<file path="src/rtl/rv_lsu.sv">
// Load/store unit: one request per valid/ready handshake, request/ack memory port with byte
// strobes, and a response channel carrying extended load data or an error code.
module rv_lsu #(
  parameter int unsigned     XLEN      = 32,
  parameter int unsigned     MEM_WORDS = 4096,
  parameter logic [XLEN-1:0] BASE_ADDR = XLEN'('h8000_0000),
  parameter int unsigned     TIMEOUT   = 15
) (
  input  logic                         clk,
  input  logic                         reset,
  input  logic                         req_valid,
  output logic                         req_ready,
  input  logic                         req_store,
  input  logic [2:0]                   req_fun3,
  input  logic [XLEN-1:0]              req_addr,
  input  logic [XLEN-1:0]              req_wdata,
  output logic                         mem_req,
  output logic                         mem_we,
  output logic [$clog2(MEM_WORDS)-1:0] mem_addr,
  output logic [XLEN/8-1:0]            mem_wstrb,
  output logic [XLEN-1:0]              mem_wdata,
  input  logic                         mem_ack,
  input  logic [XLEN-1:0]              mem_rdata,
  output logic                         resp_valid,
  input  logic                         resp_ready,
  output logic [XLEN-1:0]              resp_data,
  output logic [1:0]                   resp_err
);

  localparam int unsigned NB = XLEN / 8;
  localparam int unsigned LW = $clog2(NB);
  localparam int unsigned AW = $clog2(MEM_WORDS);

  typedef enum logic [1:0] {StIdle, StMem, StResp} state_e;

  state_e          state_q, state_d;
  logic [7:0]      cnt_q;
  logic [7:0]      cnt_inc;
  logic            store_q;
  logic            uns_q;
  logic [1:0]      size_q;
  logic [LW-1:0]   lane_q;

  logic            illegal, out_of_range, misaligned, bad;
  logic [XLEN-1:0] offset, widx;
  logic [2:0]      amask;
  logic [7:0]      smask;
  logic [15:0]     strb_full;
  logic [NB-1:0]   strb;
  logic [XLEN-1:0] rep;
  logic [XLEN-1:0] shifted, ext;
  logic            sbit;
  int              nbits;
  logic            timed_out;

  // Request classification, evaluated combinationally on the incoming request
  always_comb begin
    illegal = (req_fun3 == 3'b111) || (req_store && req_fun3[2]) ||
              ((XLEN == 32) && (req_fun3[1:0] == 2'b11 || req_fun3 == 3'b110));
    offset = req_addr - BASE_ADDR;
    widx = offset >> LW;
    out_of_range = (req_addr < BASE_ADDR) || (widx >= XLEN'(MEM_WORDS));
    case (req_fun3[1:0])
      2'd0:    begin amask = 3'd0; smask = 8'h01; end
      2'd1:    begin amask = 3'd1; smask = 8'h03; end
      2'd2:    begin amask = 3'd3; smask = 8'h0f; end
      default: begin amask = 3'd7; smask = 8'hff; end
    endcase
    misaligned = (req_addr[2:0] & amask) != 3'd0;
    bad = illegal || out_of_range || misaligned;
    strb_full = {8'h00, smask} << req_addr[LW-1:0];
    strb = strb_full[NB-1:0];
    rep = '0;
    for (int i = 0; i < int'(NB); i++) begin
      rep[8*i +: 8] = req_wdata[8*(i & int'(amask)) +: 8];
    end
  end

  // Load data extraction from the latched lane and size
  always_comb begin
    shifted = mem_rdata >> {lane_q, 3'b000};
    case (size_q)
      2'd0:    sbit = shifted[7];
      2'd1:    sbit = shifted[15];
      2'd2:    sbit = shifted[31];
      default: sbit = shifted[XLEN-1];
    endcase
    nbits = 8 << size_q;
    ext = '0;
    for (int k = 0; k < int'(XLEN); k++) begin
      ext[k] = (k < nbits) ? shifted[k] : (!uns_q && sbit);
    end
  end

  assign cnt_inc   = cnt_q + 8'd1;
  assign timed_out = (cnt_inc == 8'(TIMEOUT));

  always_ff @(posedge clk) begin
    if (reset) state_q <= StIdle;
    else       state_q <= state_d;
  end

  always_comb begin
    state_d = state_q;
    case (state_q)
      StIdle:  if (req_valid) state_d = bad ? StResp : StMem;
      StMem:   if (mem_ack || timed_out) state_d = StResp;
      StResp:  if (resp_ready) state_d = StIdle;
      default: state_d = StIdle;
    endcase
  end

  always_comb begin
    req_ready  = (state_q == StIdle);
    resp_valid = (state_q == StResp);
  end

  always_ff @(posedge clk) begin
    if (reset) begin
      cnt_q     <= '0;
      store_q   <= 1'b0;
      uns_q     <= 1'b0;
      size_q    <= '0;
      lane_q    <= '0;
      mem_req   <= 1'b0;
      mem_we    <= 1'b0;
      mem_addr  <= '0;
      mem_wstrb <= '0;
      mem_wdata <= '0;
      resp_data <= '0;
      resp_err  <= '0;
    end else begin
      case (state_q)
        StIdle: begin
          if (req_valid) begin
            store_q   <= req_store;
            uns_q     <= req_fun3[2];
            size_q    <= req_fun3[1:0];
            lane_q    <= req_addr[LW-1:0];
            cnt_q     <= '0;
            resp_data <= '0;
            if (bad) begin
              resp_err <= (illegal || out_of_range) ? 2'd2 : 2'd1;
            end else begin
              resp_err  <= 2'd0;
              mem_req   <= 1'b1;
              mem_we    <= req_store;
              mem_addr  <= widx[AW-1:0];
              mem_wstrb <= req_store ? strb : '1;
              mem_wdata <= rep;
            end
          end
        end
        StMem: begin
          // Ack wins over a timeout expiring in the same cycle
          if (mem_ack) begin
            mem_req   <= 1'b0;
            mem_we    <= 1'b0;
            resp_err  <= 2'd0;
            resp_data <= store_q ? '0 : ext;
          end else if (timed_out) begin
            mem_req   <= 1'b0;
            mem_we    <= 1'b0;
            resp_err  <= 2'd3;
            resp_data <= '0;
          end else begin
            cnt_q <= cnt_inc;
          end
        end
        StResp: begin
          if (resp_ready) begin
            resp_data <= '0;
            resp_err  <= '0;
          end
        end
        default: ;
      endcase
    end
  end

endmodule

</file>
<file path="config.mk">
export PLATFORM = sky130hd
export DESIGN_NAME = rv_lsu
export DESIGN_NICKNAME = d
export VERILOG_FILES = /design/src/rtl/rv_lsu.sv
export SDC_FILE = /design/constraint.sdc
export NUM_CORES = 1
export LEC_CHECK = 0
export BUFFER_PORTS_ARGS = -buffer_cell sky130_fd_sc_hd__clkbuf_2
export CORE_ASPECT_RATIO = 2
export CORE_MARGIN = 4
export CORE_UTILIZATION = 45
export DETAILED_ROUTE_END_ITERATION = 7
export HOLD_SLACK_MARGIN = 0.12
export MAX_ROUTING_LAYER = met4
export PLACE_DENSITY = 0.79
export SLEW_MARGIN = 10
export SYNTH_ARGS = -nofsm -noshare
export SYNTH_HDL_FRONTEND = slang
export SYNTH_SLANG_ARGS = --single-unit
</file>
<file path="constraint.sdc">
create_clock -name clk -period 2.35 [get_ports clk]
set_clock_uncertainty 0.15 [all_clocks]
set_input_delay 0.47 -clock clk [delete_from_list [all_inputs] [get_ports clk]]
set_output_delay 0.47 -clock clk [all_outputs]
set_load 0.03 [all_outputs]
</file>
---- Yosys cells after proc, flatten, opt, wreduce, memory -nomap -nowiden ----
Index checks and enable logic that the tools add are counted.
cells by class
  mux-type cells .......................... 65
  add/subtract/negate cells ............... 2
  $lt $le $gt $ge ......................... 34
  multiply operators ...................... 0
  shifts and indexed selects .............. 6
  equality and inequality tests ........... 16
  reductions and logical operators ........ 22
  bitwise logic cells ..................... 2
  divide/modulo/power cells ............... 0
operators with widths
  operator                                                                                number
  6-bit by 32-bit < comparator with 1-bit output (first input constant)                   16
  5-bit by 32-bit < comparator with 1-bit output (first input constant)                   8
  32-bit two-way mux                                                                      5
  4-bit by 32-bit < comparator with 1-bit output (first input constant)                   4
  32-bit case mux with 3 select lines                                                     1
  3-bit by 32-bit < comparator with 1-bit output (first input constant)                   2
  32-bit by 6-bit variable part select with 8-bit output                                  2
  1-bit two-way mux                                                                       38
  1-bit by 32-bit < comparator with 1-bit output (first input constant)                   1
  2-bit by 32-bit < comparator with 1-bit output (first input constant)                   1
  32-bit < comparator (second input constant)                                             1
  32-bit by 5-bit variable part select with 8-bit output                                  1
  4-bit by 2-bit left shift with 32-bit output (first input constant)                     1
  32-bit by 5-bit right shift with 32-bit output                                          1
  32-bit subtractor (second input constant)                                               1
  30-bit by 13-bit greater-or-equal comparator with 1-bit output (second input constant)  1
  8-bit two-way mux                                                                       3
  8-bit case mux with 3 select lines                                                      1
  2-bit two-way mux                                                                       9
  8-bit case mux with 2 select lines                                                      1
  2-bit case mux with 3 select lines                                                      2
  4-bit AND reduction                                                                     3
  2-bit != test (second input constant)                                                   5
  3-bit case mux with 3 select lines                                                      1
  other kinds (20)                                                                        38
word-level totals
  ROM bits ................................ 0
  output and inout bits ................... 86
  input bits .............................. 105
  RAM bits ................................ 0
  bits in latches ......................... 0
  register bits ........................... 100
  memories ................................ 0

---- Depth between registers and ports, before layout ----
  depth in word-level cells ............... 8
  depth in mapped cells ................... 8

---- Worst setup path before layout ----
OpenSTA, ideal clock, no wires.
  path kind ............................... flip-flop to flip-flop
  start ................................... register state_q[0]
  end ..................................... register mem_wstrb[0]
  stages on the path, launching flop included .. 8
  path buffers ............................ 1
  period minus slack after synthesis ...... 2.208 ns
  library setup time ...................... 0.132 ns
  data required time ...................... 2.068 ns
  arrival ................................. 1.926 ns
  slack ................................... 0.142 ns
  cell sequence ........................... dfxtp_1 > inv_1 > ha_1 > nand2_1 > or4_1 > buf_2 > nor2_1 > nor3_1
between the ends
  word-level cells in the longest chain between the ends .. 2
RTL lines
  element                               line  text
  from (decl)                           36    state_e state_q, state_d;
  from (signal assigned)                99    if (reset) state_q <= StIdle;
  from (signal assigned)                100   else state_q <= state_d;
  2-bit zero test                       n/a
  via req_ready                         12    output logic req_ready,
  3-bit AND reduction (no source line)  n/a
  to (signal assigned)                  149   mem_wstrb <= req_store ? strb : '1;
  to (decl)                             20    output logic [XLEN/8-1:0] mem_wstrb,
The timed path passes the listed nets, and every way through them passes these cells.
A chain may end at the register's enable or synchronous reset.

---- Final worst setup path ----
  start ................................... register cnt_q[0]
  end ..................................... register cnt_q[6]
between the ends
  word-level cells in the longest chain between the ends .. 4
RTL lines
  element                                                                                            line     text
  from (decl)                                                                                        37       logic [7:0] cnt_q;
  from (signal assigned)                                                                             167      cnt_q <= cnt_inc;
  8-bit by 1-bit adder with 8-bit output *                                                           95       assign cnt_inc = cnt_q + 8'd1;
  8-bit by 4-bit equality test with 1-bit output / 8-bit two-way mux (equally long branches)         96, 161
  2-bit != test (no source line) / 8-bit two-way mux (equally long branches)                         n/a
  4-bit AND reduction (no source line) / 8-bit case mux with 2 select lines (equally long branches)  n/a
Mark *: on every way between the ends. The rest lies on a longest branch, timed or not. The select of a mux whose other input is x is not followed.

==> flow_summary.html <==
<table>
<tr><th>Metric</th><th>Value</th></tr>
<tr><th colspan="2">Yosys</th></tr>
<tr><td>Primary flip-flop cell chosen by synthesis mapping</td><td>sky130_fd_sc_hd__dfxtp_1</td></tr>
<tr><td>Post-synth top area share</td><td>37.3%</td></tr>
<tr><td>Top cells by area, synth</td><td>sky130_fd_sc_hd__dfxtp_1 (37%), sky130_fd_sc_hd__mux2i_1 (14%), sky130_fd_sc_hd__nand2_1 (8.0%), sky130_fd_sc_hd__nand2b_1 (4.7%), sky130_fd_sc_hd__a21oi_1 (4.3%)</td></tr>
<tr><td>Warnings, synthesis</td><td>0</td></tr>
<tr><td>Ranking of synthesized cells by instance count</td><td>sky130_fd_sc_hd__nand2_1 (114), sky130_fd_sc_hd__dfxtp_1 (100), sky130_fd_sc_hd__mux2i_1 (74)</td></tr>
<tr><td>Leading area contributor after synthesis</td><td>sky130_fd_sc_hd__dfxtp_1</td></tr>
<tr><td>Syn Inst Count</td><td>632</td></tr>
<tr><td>Syn nets</td><td>743</td></tr>
<tr><td>Number of synthesized flops with an enable pin</td><td>0</td></tr>
<tr><td>Count leader, synth</td><td>sky130_fd_sc_hd__nand2_1</td></tr>
<tr><td>Syn_area_per_cell</td><td>8.50 um^2</td></tr>
<tr><td>Netlist area before placement</td><td>5370 um^2</td></tr>
<tr><td>Share of flip-flops with an asynchronous set or reset after synthesis</td><td>0%</td></tr>
<tr><td>Number of flip-flops and latches in the synthesized netlist</td><td>100</td></tr>
<tr><td>Register area share after synthesis</td><td>37.3%</td></tr>
<tr><td>Post-synth cell types</td><td>56</td></tr>
<tr><th colspan="2">Routing</th></tr>
<tr><td>Vias after detailed routing</td><td>5327</td></tr>
<tr><td>Total wire length after detailed routing</td><td>16900 um</td></tr>
<tr><td>DR DRC count</td><td>0</td></tr>
<tr><td>Via density per instance</td><td>5.49</td></tr>
<tr><td>Drt pass-1 iters</td><td>5</td></tr>
<tr><td>Routed Antenna Nets</td><td>0</td></tr>
<tr><td>WL/cell</td><td>17.4 um</td></tr>
<tr><td>Number of DRC markers after the initial detailed-route iteration</td><td>244</td></tr>
<tr><th colspan="2">Timing</th></tr>
<tr><td>Headroom to the max-slew limit</td><td>42.6%</td></tr>
<tr><td>Final Setup Violations</td><td>0</td></tr>
<tr><td>Period utilization</td><td>95.3%</td></tr>
<tr><td>Unrepaired setup endpoints after global routing</td><td>no</td></tr>
<tr><td>Max Fclk</td><td>446 MHz</td></tr>
<tr><td>Final Hold Fails</td><td>0</td></tr>
<tr><td>Number of slew-limit violations in the final report</td><td>0</td></tr>
<tr><td>Final-layout worst hold slack</td><td>0.192 ns</td></tr>
<tr><td>Transition at the pin with the smallest max-transition slack</td><td>0.858 ns</td></tr>
<tr><td>Final worst slack</td><td>0.110 ns</td></tr>
<tr><td>Final critical-path required period</td><td>2.24 ns</td></tr>
<tr><th colspan="2">Clock network</th></tr>
<tr><td>Buffers from clock root to sink, at most</td><td>2</td></tr>
<tr><td>Level count of the clock H-tree</td><td>3</td></tr>
<tr><td>CTS-repair resized insts</td><td>0</td></tr>
<tr><td>Clock Sinks</td><td>100</td></tr>
<tr><td>CTS clock-pin slew for the worst setup and hold paths</td><td>0.08 ns</td></tr>
<tr><td>Skew-Pair Late Insertion Delay</td><td>0.34 ns</td></tr>
<tr><td>Clock root cell</td><td>sky130_fd_sc_hd__clkbuf_16</td></tr>
<tr><td>TritonCTS buffer count</td><td>9</td></tr>
<tr><td>Number of buffers inserted by hold repair at cts</td><td>0</td></tr>
<tr><td>Buffers inserted by post-CTS timing repair</td><td>0</td></tr>
<tr><td>Clock tree from TritonCTS</td><td>yes</td></tr>
<tr><th colspan="2">Placement</th></tr>
<tr><td>Setup Slack @ Placement</td><td>-0.104 ns</td></tr>
<tr><td>IO buf count</td><td>190</td></tr>
<tr><td>Gpl congestion</td><td>0.895</td></tr>
<tr><td>Placed wire-length estimate</td><td>13000 um</td></tr>
<tr><th colspan="2">Critical path</th></tr>
<tr><td>Critical path's slowest cell</td><td>sky130_fd_sc_hd__dfxtp_1</td></tr>
<tr><td>Critical Path, Cell by Cell</td><td>ha_1, buf_4, xnor2_1, nor4b_2, nand2_1, o31a_1, o32ai_1</td></tr>
<tr><td>Top delay family on crit path</td><td>compound AO/OA/AOI/OAI gates</td></tr>
<tr><td>Critical Path Fanout Max</td><td>7</td></tr>
<tr><td>Type of element launching the critical path</td><td>register</td></tr>
<tr><td>Startpoint of the most critical setup path</td><td>cnt_q[0]$_SDFFE_PP0P_</td></tr>
<tr><td>Arrival time of the worst setup path</td><td>2.34 ns</td></tr>
<tr><td>Required time worst endpoint</td><td>2.45 ns</td></tr>
<tr><td>Source of the worst register-to-register timing path</td><td>cnt_q[0]$_SDFFE_PP0P_</td></tr>
<tr><td>Buf/Inv on CP</td><td>1</td></tr>
<tr><td>CP peak stage delay</td><td>0.37 ns</td></tr>
<tr><td>Critical path endpoint category</td><td>register</td></tr>
<tr><td>Type of the setup path with the least slack</td><td>reg2reg</td></tr>
<tr><th colspan="2">Floorplanning</th></tr>
<tr><td>Die W</td><td>85.3 um</td></tr>
<tr><td>Chip Height</td><td>163 um</td></tr>
<tr><td>Area inside the core boundary</td><td>11700 um^2</td></tr>
<tr><td>Count of boundary I/O pins</td><td>191</td></tr>
<tr><td>Floorplan row count</td><td>56</td></tr>
<tr><td>Die Outline Area</td><td>13900 um^2</td></tr>
<tr><td>Initial core utilization</td><td>45.9%</td></tr>
<tr><th colspan="2">GRT</th></tr>
<tr><td>Number of antenna violations at the first check in global routing</td><td>0</td></tr>
<tr><td>Combined global-route utilization of all metal layers</td><td>24.7%</td></tr>
<tr><td>Global-route wire length before repair</td><td>26600 um</td></tr>
<tr><td>GRT Residual Overflow</td><td>0</td></tr>
<tr><td>Vias in the first global route</td><td>5352</td></tr>
<tr><td>Largest net degree at the start of global routing</td><td>64</td></tr>
<tr><th colspan="2">Layout</th></tr>
<tr><td>Number of antenna diodes</td><td>0</td></tr>
<tr><td>Fraction of layout instances using a drive strength above 1</td><td>31.9%</td></tr>
<tr><td>Nets@finish</td><td>931</td></tr>
<tr><td>Synth-to-Final Area Change</td><td>28.3%</td></tr>
<tr><th colspan="2">Hold path</th></tr>
<tr><td>Class of the worst hold path</td><td>in2reg</td></tr>
<tr><td>Hold path start</td><td>req_addr[9]</td></tr>
<tr><th colspan="2">Run</th></tr>
<tr><td>Count of maximum capacitance violations</td><td>0</td></tr>
<tr><th colspan="2">Pwr</th></tr>
<tr><td>VDD IR-drop max</td><td>0.344 mV</td></tr>
<tr><td>Power density of the placed cells</td><td>567 nW/um^2</td></tr>
<tr><td>Static leakage</td><td>2.88 nW</td></tr>
<tr><th colspan="2">Run status</th></tr>
<tr><td>Result of the run</td><td>complete, no violations</td></tr>
</table>
## power breakdown
part           total [mW]  switching, mW  internal, mW
registers            1.72         0.0147          1.71
logic               0.623          0.352         0.271
clock network        1.56          0.717         0.846
total                3.91           1.08          2.82
## kinds of logic after synthesis
| logic type | share of synthesized area (%) |
|---|---|
| fa+ha+maj | 1.40 |
| compound gates | 16.6 |
| xor+xnor | 0.652 |
| buf+inv | 5.26 |
| flops | 37.3 |
| mux | 16.3 |
| simple gates | 22.5 |
## layer usage
layer  global-route usage (%)  share of wire, %  up-vias  wire length, um
met5                        -                 0        -                0
met4                     13.5               5.2        0              877
met3                     4.00               6.3       46             1060
met2                     43.5                52      229             8710
met1                     25.8                37     2442             6210
li1                         -                 -     2610                -
## layout make-up
class / instances / area [um^2]
repair buffers: 222 / 1250
inverters: 10 / 37.5
multi-input cells: 477 / 3120
well taps: 145 / 181
clock buffers: 9 / 225
fillers: 1061 / 4800
flip-flops and latches: 100 / 2000
clock inverters: 7 / 82.6
## worst min-delay path, cell delays in order
cell and delay, ns:
sky130_fd_sc_hd__clkbuf_2 0.08, sky130_fd_sc_hd__nand2_1 0.04, sky130_fd_sc_hd__a21oi_1 0.05
## path summary, 6_finish.rpt
path / slack (ns) / depth (start not counted) / endpoint
min: 0.19 / 3 / mem_addr[7]$_SDFFE_PP0P_
min reg2reg: 0.30 / 2 / mem_wdata[5]$_SDFFE_PP0P_
max reg2reg: 0.11 / 7 / cnt_q[6]$_SDFFE_PP0P_
max: 0.11 / 7 / cnt_q[6]$_SDFFE_PP0P_
## registers in the layout, indices dropped and copies added (netlist names)
name	flops
store_q	1
cnt_q	8
mem_wdata	32
uns_q	1
size_q	2
mem_wstrb	4
state_q	2
resp_err	2
mem_we	1
lane_q	2
mem_addr	12
mem_req	1
resp_data	32
## through the flow
stage               cells  area (um^2)  utilization [%]  total power, mW  setup TNS (ns)
CTS                   969         6870             58.7             3.92               0
finish                970         6900             58.9             3.91               0
global placement      953         6560             56.1             2.36           -1.15
detailed placement    953         6560             56.1             2.36           -2.69
global route          970         6900             58.9             4.04               0
floorplan             632         5370                -             2.15               0
## cells in the final DEF (no fill, tap or decap), types with 5 or more instances in the layout
cell type                   Yosys  layout
sky130_fd_sc_hd__a211oi_1      18      18
sky130_fd_sc_hd__a21oi_1       46      46
sky130_fd_sc_hd__dfxtp_1      100     100
sky130_fd_sc_hd__ha_1           6       6
sky130_fd_sc_hd__mux2i_1       74      74
sky130_fd_sc_hd__nand2b_1      40      40
sky130_fd_sc_hd__mux2_2         8       8
sky130_fd_sc_hd__inv_1         10      10
sky130_fd_sc_hd__clkbuf_16      0      10
sky130_fd_sc_hd__nand3_1       24      24
sky130_fd_sc_hd__o21ai_0       33      33
sky130_fd_sc_hd__clkbuf_2       0     189
sky130_fd_sc_hd__nor3_1         7       7
sky130_fd_sc_hd__o211ai_1       8       8
sky130_fd_sc_hd__buf_4          2      28
sky130_fd_sc_hd__nand3b_1       5       5
sky130_fd_sc_hd__nor2_1        32      32
sky130_fd_sc_hd__nand2_1      114     114
(Power assumes the default switching activity.)
